--- src/rtl/instruction_fetch.sv ---
// Instruction fetch stage: PC, single-outstanding imem read, skid buffer and IF/ID register.
// Jump/Branch feedback from decode redirects the PC and squashes wrong-path reads.
module instruction_fetch #(
   parameter logic [31:0] RESET_PC = 32'h0000_0000
) (
   input  logic        clk,
   input  logic        rst_n,
   output logic        imem_req,
   output logic [31:0] imem_addr,
   input  logic        imem_ready,
   input  logic        imem_rvalid,
   input  logic [31:0] imem_rdata,
   input  logic        stall,
   input  logic        Jump,
   input  logic        Branch,
   input  logic        alu_zero,
   output logic [31:0] instr_out,
   output logic [31:0] pc_plus4_out,
   output logic        instr_valid
);

   typedef enum logic [1:0] {ST_RST, ST_FETCH, ST_WAIT, ST_HOLD} state_t;

   state_t      state_q, state_d;
   logic [31:0] pc_q, pc_d;
   logic [31:0] instr_q, instr_d;
   logic [31:0] pc4_q, pc4_d;
   logic        valid_q, valid_d;
   logic [31:0] skid_instr_q, skid_instr_d;
   logic [31:0] skid_pc4_q, skid_pc4_d;
   logic [31:0] req_pc4_q, req_pc4_d;
   logic        discard_q, discard_d;
   logic        req_q, req_d;
   logic [31:0] addr_q, addr_d;

   logic        accept;
   logic        consume;
   logic        redirect;
   logic        if_free;
   logic [31:0] target;

   assign accept   = req_q && imem_ready;
   assign consume  = valid_q && !stall;
   assign redirect = consume && (Jump || (Branch && alu_zero));
   assign if_free  = !valid_q || consume;
   // Jump wins over a simultaneous taken branch.
   assign target   = Jump ? {pc4_q[31:28], instr_q[25:0], 2'b00}
                          : pc4_q + {{14{instr_q[15]}}, instr_q[15:0], 2'b00};

   always_comb begin
      state_d      = state_q;
      pc_d         = pc_q;
      instr_d      = instr_q;
      pc4_d        = pc4_q;
      valid_d      = valid_q;
      skid_instr_d = skid_instr_q;
      skid_pc4_d   = skid_pc4_q;
      req_pc4_d    = req_pc4_q;
      discard_d    = discard_q;

      if (consume) begin
         valid_d = 1'b0;
      end

      case (state_q)
         ST_RST: begin
            state_d = ST_FETCH;
         end
         ST_FETCH: begin
            if (accept) begin
               pc_d      = pc_q + 32'd4;
               req_pc4_d = pc_q + 32'd4;
               state_d   = ST_WAIT;
               if (redirect) begin
                  discard_d = 1'b1;
               end
            end
         end
         ST_WAIT: begin
            if (imem_rvalid) begin
               if (discard_q || redirect) begin
                  discard_d = 1'b0;
                  state_d   = ST_FETCH;
               end else if (if_free) begin
                  instr_d = imem_rdata;
                  pc4_d   = req_pc4_q;
                  valid_d = 1'b1;
                  state_d = ST_FETCH;
               end else begin
                  skid_instr_d = imem_rdata;
                  skid_pc4_d   = req_pc4_q;
                  state_d      = ST_HOLD;
               end
            end else if (redirect) begin
               discard_d = 1'b1;
            end
         end
         ST_HOLD: begin
            if (redirect) begin
               state_d = ST_FETCH;
            end else if (if_free) begin
               instr_d = skid_instr_q;
               pc4_d   = skid_pc4_q;
               valid_d = 1'b1;
               state_d = ST_FETCH;
            end
         end
         default: begin
            state_d = ST_RST;
         end
      endcase

      if (redirect) begin
         pc_d = target;
      end

      // Request and address are registered copies of the next state and next PC.
      req_d  = (state_d == ST_FETCH);
      addr_d = pc_d;
   end

   always_ff @(posedge clk or negedge rst_n) begin
      if (!rst_n) begin
         state_q      <= ST_RST;
         pc_q         <= RESET_PC;
         instr_q      <= 32'h0;
         pc4_q        <= 32'h0;
         valid_q      <= 1'b0;
         skid_instr_q <= 32'h0;
         skid_pc4_q   <= 32'h0;
         req_pc4_q    <= 32'h0;
         discard_q    <= 1'b0;
         req_q        <= 1'b0;
         addr_q       <= RESET_PC;
      end else begin
         state_q      <= state_d;
         pc_q         <= pc_d;
         instr_q      <= instr_d;
         pc4_q        <= pc4_d;
         valid_q      <= valid_d;
         skid_instr_q <= skid_instr_d;
         skid_pc4_q   <= skid_pc4_d;
         req_pc4_q    <= req_pc4_d;
         discard_q    <= discard_d;
         req_q        <= req_d;
         addr_q       <= addr_d;
      end
   end

   assign imem_req     = req_q;
   assign imem_addr    = addr_q;
   assign instr_out    = instr_q;
   assign pc_plus4_out = pc4_q;
   assign instr_valid  = valid_q;

endmodule

--- config.mk ---
export PLATFORM = sky130hd
export DESIGN_NAME = instruction_fetch
export DESIGN_NICKNAME = d
export VERILOG_FILES = /design/src/rtl/instruction_fetch.sv
export SDC_FILE = /design/constraint.sdc
export NUM_CORES = 1
export LEC_CHECK = 0
export ABC_AREA = 1
export BUFFER_PORTS_ARGS = -buffer_cell sky130_fd_sc_hd__buf_2
export CAP_MARGIN = 0
export CELL_PAD_IN_SITES_DETAIL_PLACEMENT = 1
export CELL_PAD_IN_SITES_GLOBAL_PLACEMENT = 1
export CORE_MARGIN = 5
export CORE_UTILIZATION = 45
export CTS_CLUSTER_DIAMETER = 100
export CTS_CLUSTER_SIZE = 20
export DETAILED_ROUTE_END_ITERATION = 8
export PLACE_DENSITY_LB_ADDON = 0.25
export SYNTH_ARGS = -nofsm -noshare
export SYNTH_HDL_FRONTEND = slang
export SYNTH_SLANG_ARGS = --single-unit
--- constraint.sdc ---
create_clock -name clk -period 3.6 [get_ports clk]
set_input_delay 1.08 -clock clk [delete_from_list [all_inputs] [get_ports clk]]
set_output_delay 1.08 -clock clk [all_outputs]
set_load 0.02 [all_outputs]
# Yosys cells after proc, flatten, opt, wreduce, memory -nomap -nowiden
# Cells that the tools add are included.
[totals]
register_bits = 197
input_bits = 40
[classes]
n_addsub = 2
eq_ne = 11
mux = 34
bitwise = 2
n_reduce_logical = 19
[ops]
columns = ["cell", "count"]
rows = [
  ["2-to-1 mux 32 bit", 14],
  ["one-hot mux 32 bit (2 select lines)", 2],
  ["adder 32 x 3 -> 32 bit (second input constant)", 1],
  ["adder 32 bit", 1],
  ["2-to-1 mux 2 bit", 6],
  ["inequality test 2 bit (second input constant)", 6],
  ["2-to-1 mux 1 bit", 9],
  ["one-hot mux 2 bit (4 select lines)", 1],
  ["nonzero test 2 bit", 4],
  ["AND reduction 6 bit", 1],
  ["== test 2 x 1 -> 1 bit (second input constant)", 2],
  ["== test 2 bit (second input constant)", 2],
  ["logical AND 1 bit", 4],
  ["one-hot mux 1 bit (2 select lines)", 2],
  ["AND reduction 2 bit", 2],
  ["AND reduction 4 bit", 1],
  ["logical OR 1 bit", 3],
  ["inequality test 3 bit (second input constant)", 1],
  ["AND reduction 3 bit", 1],
  ["zero test 1 bit", 2],
  ["zero test 2 bit", 1],
  ["NOT 1 bit", 2],
]

# Longest topological paths before layout
[depth]
depth_word = 8
ltp_mapped = 14
ltp_nobuf = 14

# Least setup slack after synthesis
# No wires, ideal clock.
[synth_timing]
path_type = "in2reg"
start = "input port Branch"
end = "register instr_q[12], in the netlist instr_out[12]"
arrival_time_ps = 2169
t_required_ps = 3526
slack_ps = 1357
stages = 9
n_path_buf = 2
cell_sequence = "a21oi_2 nor3_4 nor2_1 nand3_1 a211oi_2 buf_4 buf_2 nand2_1 o21ai_2"
[synth_via]
elab_chain_cells = 6
word_cells_on_any_way = 7
classes_between = "2 x eq/ne; 5 x reduce/logical"
[synth_lines]
columns = ["item", "line_no", "rtl"]
rows = [
  ["start: declaration", "15", "input logic Branch,"],
  ["logical AND 1 bit (*)", "44", "assign redirect = consume && (Jump || (Branch && alu_zero));"],
  ["logical OR 1 bit (*)", "44", ""],
  ["logical AND 1 bit (*)", "44", ""],
  ["logical OR 1 bit", "81", "if (discard_q || redirect) begin"],
  ["inequality test 2 bit (no line)", "--", ""],
  ["AND reduction 6 bit (no line) (*)", "--", ""],
  ["end signal: assignment", "138", "instr_q <= instr_d;"],
  ["end: declaration", "26", "logic [31:0] instr_q, instr_d;"],
]
# Mark *: on every way between the ends. The rest lies on a longest branch, timed or not.
# A chain may end at the register's enable or synchronous reset.

# Worst setup path after layout
[layout_timing]
start = "register instr_q[0], in the netlist instr_out[0]"
end = "register addr_q[14], in the netlist imem_addr[14]"
[layout_via]
elab_chain_cells = 3
[layout_lines]
columns = ["item", "line_no", "rtl"]
rows = [
  ["adder 32 bit", "48", ": pc4_q + {{14{instr_q[15]}}, instr_q[15:0], 2'b00};"],
  ["2-to-1 mux 32 bit", "47", "assign target = Jump ? {pc4_q[31:28], instr_q[25:0], 2'b00}"],
  ["2-to-1 mux 32 bit", "113", "if (redirect) begin"],
  ["end signal: assignment", "146", "addr_q <= addr_d;"],
  ["end: declaration", "34", "logic [31:0] addr_q, addr_d;"],
]
# Every way passes these cells.

==> results by group <==
Global route
  – First-pass GRT wire length: 62000 µm
  – Vias in the first global route: 11700
  – GRT Total Usage: 27.1%
  – Initial antenna violation count: 2
  – Grt ovf: 0
  – Largest net degree at the start of global routing: 85

Power and ir drop
  – Maximum vdd drop: 486 µV
  – Cell area power density: 1020 mW/mm²
  – Pleak: 0.00717 µW

Synth
  – Post-synthesis mux area share: 0%
  – Post-Syn Instances: 1634
  – Top FF cell, synth: dfrtp_1
  – Synth area leaders: dfrtp_1 43%, nand2_1 16%, inv_1 8.4%
  – Count leader, synth: nand2_1
  – Top cell type's share of synthesized area: 43.0%
  – Syn Nets: 1705
  – Mapped Area: 0.0115 mm²
  – Post-synth EDFFs: 0
  – Sequential fraction of the synthesis area: 43.0%
  – Syn Area/Cell: 7.01 µm²
  – Largest area contributor in the netlist: dfrtp_1
  – Main combinational cell family by area after synthesis: simple AND/OR/NAND/NOR gates
  – Post-synthesis adder-cell area fraction: 3.45%
  – Post-synthesis xor/xnor area fraction: 2.29%
  – Asr flop ratio synth: 100%
  – Simple-Gate Fraction of Synth Area: 25.6%
  – Synthesized flop and latch total: 197
  – Synth Area in Compound Gates: 14.8%
  – Synth top cells by count: 501 x nand2_1, 255 x inv_1, 197 x dfrtp_1
  – Yosys cell types: 35
  – Synthesis Warnings: 0

Outcome
  – Status: finished clean

Worst setup path
  – Data arrival, critical path: 3140 ps
  – Startpoint Class: flop
  – Crit. End Element: flop
  – Crit Path Category: reg -> reg
  – Critical path peak fanout: 4
  – CP required: 3930 ps

CTS
  – Clock buffer count from CTS: 17
  – CTS tree: done
  – Clk sinks: 197
  – Deepest clock path buffer count: 2
  – # H-tree levels: 4
  – Setup bufs post-CTS: 0
  – CTS root buf: clkbuf_16
  – Clk Latency, worst-skew pair: 440 ps
  – Number of gates resized after cts: 0
  – Worst-path clk slew: 80 ps
  – Hold buffers post-CTS: 0

Placed design
  – DP HPWL: 29200 µm
  – Worst Setup Slack post-DPL: 710 ps
  – GPL Wtd Cong: 0.932
  – Port Buffers: 137

Timing
  – Final max-slew violation count: 0
  – Hold_ws: 491 ps
  – Worst Clk Skew: 17.6 ps
  – Least-Margin Pin Slew: 1080 ps
  – Period utilization: 77.8%
  – Fmax: 0.357 GHz
  – # setup viols final: 0
  – Final Hold Viols: 0
  – RSZ-0062 raised after global routing: false
  – Final critical delay including setup and external delays: 2800 ps
  – Max-slew headroom: 28.1%
  – TNS Setup: 0 ps
  – Worst setup margin: 798 ps

Routing
  – DR WL/cell: 18.3 µm
  – Router iterations before antenna repair: 5
  – Number of vias per cell: 5.31
  – Detail Route Antenna Nets: 0
  – DRC viols: 0
  – First DRT Iteration DRCs: 602
  – Vias: 11100
  – Post-Route WL: 38200 µm

Layout
  – Layout Nets: 1820
  – Synth-to-Final Area Change: 15.0%
  – Antenna Cells: 0
  – Proportion of layout cells with a drive suffix above 1: 11.7%
  – Fillcell total: 3353

Floorplanning
  – Starting density of the core: 45.6%
  – Core ar.: 0.0251 mm²
  – Die Wd: 170 µm
  – # IOs: 138
  – Die area: 0.0288 mm²
  – Row count: 58
  – Die height: 170 µm

Job
  – Max cap viols: 0

Worst hold path
  – Hold Crit Class: reg -> reg
[kinds of logic after synthesis]
family / count (synthesis)
AO/OA/AOI/OAI: 323
AND/OR/NAND/NOR: 734
XOR/XNOR: 30
adder cells (fa/ha/maj): 31
buffers and inverters: 319
flip-flops: 197
[state kept, by name (all words and copies together), names as in the netlist]
register and flops:
imem_addr 32, instr_valid 1, pc_plus4_out 32, skid_instr_q 32, state_q 2, discard_q 1
instr_out 32, skid_pc4_q 32, imem_req 1, req_pc4_q 32
[area by class of cell]
type                       count  area, µm²  share of cell area, %
clock buffer                  18        429                   3.26
timing repair buffer         159        960                   7.28
tap                          330        413                   3.13
sequential                   197       4930                   37.4
multi-input combinational   1118       5300                   40.2
inverter                     256        961                   7.29
clock inverter                14        185                   1.41
[power by group]
group	total (µW)	switching, µW	internal [µW]
clock network	2010	1000	1000
logic	7280	4950	2330
registers	4140	958	3180
[layout by cell type, fill, tap and decap left out, drive strengths merged, types with 8 or more instances in the layout]
cell,synthesis,final
nand4,9,9
clkbuf,34,19
nand2,501,501
ha,30,30
dfrtp,197,197
xor2,24,24
nand3,56,56
o21ai,198,198
a21oi,110,110
buf,29,158
nor2,132,132
nor3,22,22
clkinv,0,8
nand3b,8,8
inv,256,260
[worst paths after layout]
path                                      from             end  slack [ps]  depth (start not counted)
worst max register to register    instr_out[0]   imem_addr[14]         800                         11
max in group asynchronous                rst_n   instr_out[26]        2200                          2
min in group asynchronous                rst_n   skid_pc4_q[1]         620                          1
worst min register to register  skid_pc4_q[13]  skid_pc4_q[13]         490                          2
worst max-delay path              instr_out[0]   imem_addr[14]         800                         11
worst min-delay path            skid_pc4_q[13]  skid_pc4_q[13]         490                          2
[per-stage QoR]
| stage | power [µW] | std cells | area [µm²] | utilization (%) |
|---|---|---|---|---|
| floorplan | 8770 | 1634 | 11500 | - |
| global placement | 11100 | 2060 | 12600 | 50.0 |
| detailed placement | 11400 | 2060 | 12600 | 50.0 |
| CTS | 13500 | 2092 | 13200 | 52.5 |
| global route | 14500 | 2092 | 13200 | 52.5 |
| finish | 13400 | 2092 | 13200 | 52.5 |
[worst max-delay path, cell delays in order, from the launching register on]
cell and delay, ps:
dfrtp_1 420, ha_1 310, fa_1 540, nand3_1 140, nand3_1 180, nand3_1 130, nand3_1 240, or2_2 360
nand3_1 110, o211ai_1 120, nand2_1 100, inv_1 40
[layer usage]
metal / track usage (%) / vias up / wire length [µm]
met2: 45.3 / 242 / 18200
met3: 4.24 / 49 / 1830
met5: 0 / - / 21
met4: 7.28 / 4 / 759
met1: 37.1 / 5473 / 17500
li1: - / 5336 / -
Note: power is estimated with default switching activity, not from simulation.
